### src/rtl/rom_port_arbiter.sv
// Shares one 32-bit ROM read port between the 68k, the plane-layer gfx fetch and the sprite
// gfx fetch; one access outstanding, CPU priority with a burst cap, round-robin video, watchdog.
module rom_port_arbiter #(
  parameter int unsigned    AW        = 24,
  parameter logic [AW-1:0]  CPU_BASE  = AW'(24'h000000),
  parameter logic [AW-1:0]  TILE_BASE = AW'(24'h080000),
  parameter logic [AW-1:0]  SPR_BASE  = AW'(24'h180000),
  parameter int unsigned    CPU_BURST = 4,
  parameter int unsigned    TIMEOUT   = 255
) (
  input  logic          clk_main,
  input  logic          nRESET,
  input  logic          cpu_req,
  input  logic [22:0]   cpu_addr,
  output logic          cpu_ack,
  output logic [15:0]   cpu_data,
  input  logic          tile_req,
  input  logic [AW-1:0] tile_addr,
  output logic          tile_ack,
  input  logic          spr_req,
  input  logic [AW-1:0] spr_addr,
  output logic          spr_ack,
  output logic [31:0]   vid_data,
  output logic          err,
  output logic          mem_req,
  output logic [AW-1:0] mem_addr,
  input  logic          mem_ready,
  input  logic          mem_valid,
  input  logic [31:0]   mem_data
);

  localparam logic [3:0] BurstMax   = 4'(CPU_BURST);
  localparam logic [7:0] TimeoutMax = 8'(TIMEOUT);

  typedef enum logic [1:0] {StIdle, StIssue, StWait, StDone} state_e;
  typedef enum logic [1:0] {OwnCpu, OwnTile, OwnSpr} owner_e;

  state_e     state_q;
  owner_e     owner_q;
  logic [3:0] burst_q;
  logic [7:0] tmo_q;
  logic       rr_spr_q;   // 0: tile has the round-robin turn, 1: sprite
  logic       cpu_lo_q;   // CPU wants the low halfword (byte address bit 1)

  logic          any_req, vid_pend, cpu_win, tile_win;
  logic [AW-1:0] cpu_sum, tile_sum, spr_sum, grant_sum;
  logic          wait_done;

  always_comb begin
    any_req  = cpu_req | tile_req | spr_req;
    vid_pend = tile_req | spr_req;
    cpu_win  = cpu_req & ((burst_q < BurstMax) | ~vid_pend);
    tile_win = ~cpu_win & tile_req & (~rr_spr_q | ~spr_req);

    cpu_sum  = CPU_BASE + AW'({cpu_addr, 1'b0});
    tile_sum = TILE_BASE + tile_addr;
    spr_sum  = SPR_BASE + spr_addr;
    if (cpu_win) begin
      grant_sum = cpu_sum;
    end else if (tile_win) begin
      grant_sum = tile_sum;
    end else begin
      grant_sum = spr_sum;
    end

    wait_done = mem_valid | ((tmo_q + 8'd1) == TimeoutMax);
  end

  always_ff @(posedge clk_main or negedge nRESET) begin
    if (!nRESET) begin
      state_q  <= StIdle;
      owner_q  <= OwnCpu;
      burst_q  <= '0;
      tmo_q    <= '0;
      rr_spr_q <= 1'b0;
      cpu_lo_q <= 1'b0;
      cpu_ack  <= 1'b0;
      tile_ack <= 1'b0;
      spr_ack  <= 1'b0;
      err      <= 1'b0;
      mem_req  <= 1'b0;
      mem_addr <= '0;
      cpu_data <= '0;
      vid_data <= '0;
    end else begin
      cpu_ack  <= 1'b0;
      tile_ack <= 1'b0;
      spr_ack  <= 1'b0;
      err      <= 1'b0;
      unique case (state_q)
        StIdle: begin
          if (any_req) begin
            mem_addr <= {grant_sum[AW-1:2], 2'b00};
            mem_req  <= 1'b1;
            cpu_lo_q <= cpu_addr[0];
            state_q  <= StIssue;
            if (cpu_win) begin
              owner_q <= OwnCpu;
              burst_q <= vid_pend ? burst_q + 4'd1 : 4'd0;
            end else if (tile_win) begin
              owner_q  <= OwnTile;
              burst_q  <= '0;
              rr_spr_q <= 1'b1;
            end else begin
              owner_q  <= OwnSpr;
              burst_q  <= '0;
              rr_spr_q <= 1'b0;
            end
          end
        end
        StIssue: begin
          if (mem_ready) begin
            mem_req <= 1'b0;
            tmo_q   <= '0;
            state_q <= StWait;
          end
        end
        StWait: begin
          if (wait_done) begin
            // A timed-out access still completes, with zero data and err flagged.
            state_q <= StDone;
            err     <= ~mem_valid;
            unique case (owner_q)
              OwnCpu: begin
                cpu_ack  <= 1'b1;
                cpu_data <= !mem_valid ? 16'h0000 :
                            cpu_lo_q   ? mem_data[15:0] : mem_data[31:16];
              end
              OwnTile: begin
                tile_ack <= 1'b1;
                vid_data <= mem_valid ? mem_data : 32'h0;
              end
              default: begin
                spr_ack  <= 1'b1;
                vid_data <= mem_valid ? mem_data : 32'h0;
              end
            endcase
          end else begin
            tmo_q <= tmo_q + 8'd1;
          end
        end
        default: state_q <= StIdle;
      endcase
    end
  end

endmodule
### config.mk
export PLATFORM = sky130hd
export DESIGN_NAME = rom_port_arbiter
export DESIGN_NICKNAME = d
export VERILOG_FILES = /design/src/rtl/rom_port_arbiter.sv
export SDC_FILE = /design/constraint.sdc
export NUM_CORES = 1
export LEC_CHECK = 0
export BUFFER_PORTS_ARGS = -buffer_cell sky130_fd_sc_hd__buf_2
export CAP_MARGIN = 20
export CORE_MARGIN = 8
export CORE_UTILIZATION = 35
export DETAILED_ROUTE_END_ITERATION = 12
export SLEW_MARGIN = 25
export SYNTH_ARGS = -nofsm -noshare
export SYNTH_HDL_FRONTEND = slang
export SYNTH_SLANG_ARGS = --single-unit
### constraint.sdc
create_clock -name clk_main -period 3 [get_ports clk_main]
set_clock_uncertainty 0.2 [all_clocks]
set_input_delay 0.6 -clock clk_main [delete_from_list [all_inputs] [get_ports clk_main]]
set_output_delay 0.6 -clock clk_main [all_outputs]
set_load 0.005 [all_outputs]
Word-level counts from Yosys, hierarchy flattened --
Cells that the tools add are included.
Operators by class: add/sub/neg operators 4, magnitude comparators 1, equal/unequal tests 8, muxes and demuxes 31, bitwise operators 15, reduce and logical (&&, ||, !) cells 12
Operator list (count):
- $mux 24 | 2
- $mux 16 | 2
- $mux 32 | 1
- $add 20x24->24 const A | 1
- $add 21x24->24 const A | 1
- $reduce_and 3->1 | 6
- $mux 8 | 2
- $pmux 8 s2 | 1
- $mux 1 | 14
- $mux 2 | 5
- $add 8x1->8 const B | 1
- $eq 8x8->1 const B | 1
- $mux 4 | 2
- $ne 2x2->1 const B | 4
- $not 1->1 | 6
- $or 1x1->1 | 6
- $pmux 2 s3 | 1
- $add 4x1->4 const B | 1
- $eq 2x1->1 const B | 2
- $logic_not 2->1 | 2
- $lt 4x3->1 const B | 1
- $reduce_bool 2->1 | 2
- $and 1x1->1 | 3
- $eq 2x2->1 const B | 1
- other kinds (3) | 3
Storage, ports and cells: flip-flop bits (word level) 93, input bits 110, logic and storage cells 85

Depth between registers and ports, before layout --
depth after elaboration 9, mapped depth 8, gate-level depth less buffers 7

Worst setup path before layout --
No wires, ideal clock.
kind register to register, start point reg tmo_q[0], end point reg vid_data[0], setup time 121 ps, arrival time 1773 ps, path slack 906 ps, stages on the path, launching flop included 8, path buffers 1, clock period less this slack 2094 ps, cell sequence dfrtp_1 ha_1 xnor2_1 or3_4 nor2_4 o211ai_4 buf_6 a22o_1
On the way: cells in the longest elaborated chain, start to end 4
RTL lines:
- start, declared | line 41 | logic [7:0] tmo_q;
- start signal, assigned | line 139 | tmo_q <= tmo_q + 8'd1;
- $add 8x1->8 | line 66 | wait_done = mem_valid | ((tmo_q + 8'd1) == TimeoutMax);
- $eq 8x8->1 | line 66
- $or 1x1->1 | line 66
- $reduce_and 3->1 (no source line)
- end signal, assigned | line 131 | vid_data <= mem_valid ? mem_data : 32'h0;
- end signal, assigned | line 135 | vid_data <= mem_valid ? mem_data : 32'h0;
- end, declared | line 23 | output logic [31:0] vid_data,
Every way passes these cells. A chain may end at the register's enable or synchronous reset.

Final worst setup path --
start point reg tmo_q[1], end point reg vid_data[20]
The elaborated chain is that of the path after synthesis.

==> flow_results.org <==
** STA
- Worst-margin pin slew :: 0.9911 ns
- Of the available clock period, the critical path in the final layout requires 80.86%.
- Relative slew margins :: 33.93%
- Fmax :: 412.2 MHz
- The final max-slew violation count is 0.
- Setup repair after global routing left no endpoint under its margin.
- The final-report hold violation count was 0.
- Final setup violation count :: 0
- Post-layout min period :: 2.426 ns
- Setup total negative slack :: 0 ns
- The tightest hold path in the finished design has a slack of 0.2757 ns.

** Clock tree
- Clock edge transition at the registers on the reported setup and hold paths :: 0.07 ns
- In this run the deepest clock path goes through 2 buffers.
- Post-CTS Resized :: 0
- Number of buffers created by CTS :: 9
- CTS saw 93 sinks.
- In this run the clock root is driven by a sky130_fd_sc_hd__clkbuf_16.
- TritonCTS built the clock tree.
- Worst-Skew Late Latency :: 0.33 ns
- Deepest level of the CTS H-tree :: 3

** Worst setup path
- Critical path startpoint category :: register
- Nature of the critical path endpoint :: register
- Cells traversed along the worst timing path :: ha_1 -> xnor2_1 -> or3_4 -> nor2_4 -> o211ai_4 -> a22o_2
- On the worst path, the slowest cell contributes a delay of 0.44 ns.
- The critical path in this run is classified as register to register.
- Max FO, Critical Path :: 32
- The slowest stage of the critical path is the sky130_fd_sc_hd__dfrtp_1 cell.
- Worst setup startpoint :: tmo_q[1]
- At the worst endpoint, the arrival time is 2.45 ns.
- Reg2reg start :: tmo_q[1]
- STA puts the critical path data required time at 3.02 ns.

** Synthesis
- For this run, the register share of the synthesized area comes to 52.93%.
- The top cell type by area accounts for 52.93% of the synthesized area.
- Number of synthesized flops with an enable pin :: 0
- Leading area contributor after synthesis :: sky130_fd_sc_hd__dfrtp_1
- The cell count after synthesis came out at 395.
- Mean post-synth cell area :: 11.13 um^2
- After synthesis, the cell types taking the most area are sky130_fd_sc_hd__dfrtp_1 53%, sky130_fd_sc_hd__a22o_1 6.6%, sky130_fd_sc_hd__a221o_1 4.6%.
- Count of warnings emitted by yosys :: 0
- The most used flip-flop cell after synthesis is sky130_fd_sc_hd__dfrtp_1.
- Area of the mapped netlist :: 0.004397 mm^2
- In this run, synthesis produced a sequential element count of 93.
- In the synthesized netlist the async set-or-reset flop fraction comes to 100.0%.
- Distinct cell type count after synthesis :: 47

** Routing
- After the first detailed-routing iteration, the DRC count stood at 263.
- In the routed design, unresolved DRC markers number 0.
- The highest metal layer carrying signal wires in the routed design is met4.
- The detailed router put a total of 5526 um of wire on met1.
- Met2 Wirelength :: 6088 um
- Met3 routed wirelength :: 999 um
- Average via count per standard cell :: 5.107
- Number of iterations in the first detailed-routing pass :: 4
- Once detail routing completed, the nets flagged for antenna violations numbered 0.
- Wires add up to 12,740 um.
- Across all layers, the routed design uses 3,820 vias.
- Routed length per placed instance :: 17.03 um

** Placement
- Number of port buffers :: 180
- Routability cong. :: 0.8160
- Placed wire-length estimate after detailed placement :: 9521 um

** Global routing
- The number of antenna violations at the first check in global routing came to 0.
- Global routing finished with a remaining overflow of 0.
- The number of global-route vias before repair was 4,038.
- The first global-routing pass estimated 20,330 um of wire.
- Entering global routing, the biggest net connects 44 pins.
- Global routing used 15.49% of the available tracks.

** Floorplanning
- The die covers 0.01640 mm^2.
- Initial core utilization :: 35.27%
- The floorplan has 41 rows.
- Standard cell core area :: 0.01247 mm^2
- Number of primary I/O pins :: 187
- In this run the horizontal extent of the chip is 128.1 um.
- DIE HEIGHT :: 128.1 um

** Power
- The internal power of the cells totals 3.499 mW.
- Per report_power, the clock group accounts for 21.0% of the total.
- IR analysis of the VDD net gives a maximum drop of 285.5 uV.
- Total power per unit cell area :: 935.6 mW/mm^2
- Sequential cells account for 39.9% of the total power.
- Combinational fraction of design power :: 39.1%
- Psw :: 1.896 mW
- Of the total power, the share spent switching nets is 35.15%.
- Reported leakage power :: 2.927 nW

** Cells and area
- The final layout contains 690 nets.
- Area growth, synth to finish :: 31.16%
- 0 antenna diodes ended up in the layout.
- Filler cells :: 1,223
- Summing all multi-input logic gate instances after layout gives 0.001903 mm^2.
- Ratio of cells with drive above 1 in the final layout :: 38.19%
- Storage cell area :: 0.002327 mm^2

** Worst hold path
- The worst hold path belongs to the class input port to register.
- HP Start :: mem_ready

** Job
- Max Cap Violations :: 0

** Outcome
- Result of the run :: complete, no violations
[sequential cells by signal (all words and copies together) (netlist names)]
signal / flops
owner_q: 2
burst_q: 4
cpu_lo_q: 1
mem_req: 1
tile_ack: 1
mem_addr: 22
spr_ack: 1
tmo_q: 8
state_q: 2
err: 1
cpu_data: 16
rr_spr_q: 1
cpu_ack: 1
vid_data: 32
[worst paths after layout]
check                          endpoint  depth (start not counted)  slack [ns]
min in group asynchronous   vid_data[1]                          2        0.44
max                        vid_data[20]                          6        0.57
min reg2reg                mem_addr[21]                          2        0.28
max reg2reg                vid_data[20]                          6        0.57
min                            tmo_q[5]                          2        0.28
max in group asynchronous   mem_addr[2]                          3        1.40
[placed cells by master (no fill, tap or decap), types with 2 or more instances in the layout]
master	Yosys	final
sky130_fd_sc_hd__clkbuf_16	0	9
sky130_fd_sc_hd__buf_2	4	179
sky130_fd_sc_hd__inv_1	9	9
sky130_fd_sc_hd__o21ai_0	15	14
sky130_fd_sc_hd__dfrtp_1	93	93
sky130_fd_sc_hd__xnor2_1	7	7
sky130_fd_sc_hd__and2_1	2	2
sky130_fd_sc_hd__o211ai_4	2	2
sky130_fd_sc_hd__o22ai_1	2	2
sky130_fd_sc_hd__nor3_1	5	5
sky130_fd_sc_hd__and3_1	3	3
sky130_fd_sc_hd__nor2b_1	4	4
sky130_fd_sc_hd__ha_1	9	9
sky130_fd_sc_hd__a21oi_1	25	25
sky130_fd_sc_hd__conb_1	1	2
sky130_fd_sc_hd__a31oi_1	2	2
sky130_fd_sc_hd__o21a_1	4	4
sky130_fd_sc_hd__clkinvlp_4	0	4
sky130_fd_sc_hd__nand2b_1	3	3
sky130_fd_sc_hd__nor2_1	10	10
sky130_fd_sc_hd__a221o_1	20	20
sky130_fd_sc_hd__nand2_1	52	52
sky130_fd_sc_hd__nand3_1	7	7
sky130_fd_sc_hd__a22oi_1	4	4
sky130_fd_sc_hd__mux2i_1	19	19
sky130_fd_sc_hd__buf_4	2	11
sky130_fd_sc_hd__o2bb2ai_1	16	16
sky130_fd_sc_hd__o311a_1	2	2
sky130_fd_sc_hd__a22o_1	33	33
sky130_fd_sc_hd__o21ai_2	1	2
sky130_fd_sc_hd__or2_2	2	2
[cell usage after synthesis, drive strengths merged (2+ instances only)]
master	count
nand2	53
o21a	4
a22oi	4
nor2b	4
o211ai	2
and3	3
xor2	2
nand2b	3
a22o	34
a21oi	25
o22ai	2
nor3	5
buf	10
o311a	2
or2	2
o21ai	17
ha	9
o2bb2ai	16
nor2	11
xnor2	7
clkbuf	17
nand3	7
mux2i	19
a31oi	2
dfrtp	93
and2	2
a221o	20
inv	9
[critical path: cells and delay by family, from the launching register on]
family                   cells  cell delay (ns)
AND/OR/NAND/NOR              2             0.60
AO/OA/AOI/OAI                2             0.66
adder cells (fa/ha/maj)      1             0.26
flip-flops                   1             0.44
XOR/XNOR                     1             0.14
[through the flow]
| stage | worst slack, ns | utilization (%) | area [um^2] | std cells | power [mW] |
|---|---|---|---|---|---|
| after floorplan | 0.9064 | - | 4400 | 396 | 3.394 |
| after global placement | 0.6177 | 43.78 | 5458 | 731 | 4.256 |
| after detailed placement | 0.5562 | 43.78 | 5458 | 731 | 4.313 |
| final | 0.5742 | 46.26 | 5767 | 748 | 5.395 |
| after CTS | 0.5614 | 46.26 | 5767 | 748 | 5.479 |
| after global routing | 0.4627 | 46.26 | 5767 | 748 | 5.793 |
[metal layers]
| metal | vias up | GRT usage, % |
|---|---|---|
| met2 | 138 | 24.86 |
| met4 | 0 | 4.685 |
| met3 | 8 | 4.992 |
| li1 | 1807 | - |
| met5 | - | 0 |
| met1 | 1867 | 19.42 |
[power by group through the flow]
stage | clock network, mW | registers (mW) | logic (mW)
after floorplan | 0 | 2.12 | 1.28
after global placement | 0 | 2.17 | 2.09
after detailed placement | 0 | 2.17 | 2.15
after CTS | 1.17 | 2.16 | 2.15
after global routing | 1.22 | 2.23 | 2.34
final | 1.13 | 2.15 | 2.11
[logic make-up after synthesis]
family	synth area share [%]
flops	52.93
fa+ha+maj	2.561
other cells	0.08529
simple gates	9.647
buf+inv	4.041
compound gates	24.10
xor+xnor	1.964
mux	4.667
[layout make-up]
cell class | instances | area share [%]
Inverter | 9 | 0.5858
Clock inverter | 7 | 1.280
Clock buffer | 9 | 3.905
Timing Repair Buffer | 191 | 17.14
Tap cell | 172 | 3.732
Sequential cell | 93 | 40.36
Multi-Input combinational cell | 267 | 33.00
[timing repair]
action	CTS	global route
hold buffers	1	0
setup buffers	0	0
hold endpoints to repair	11	0
setup endpoints to repair	0	0
Note: power is estimated with default switching activity, not from simulation.
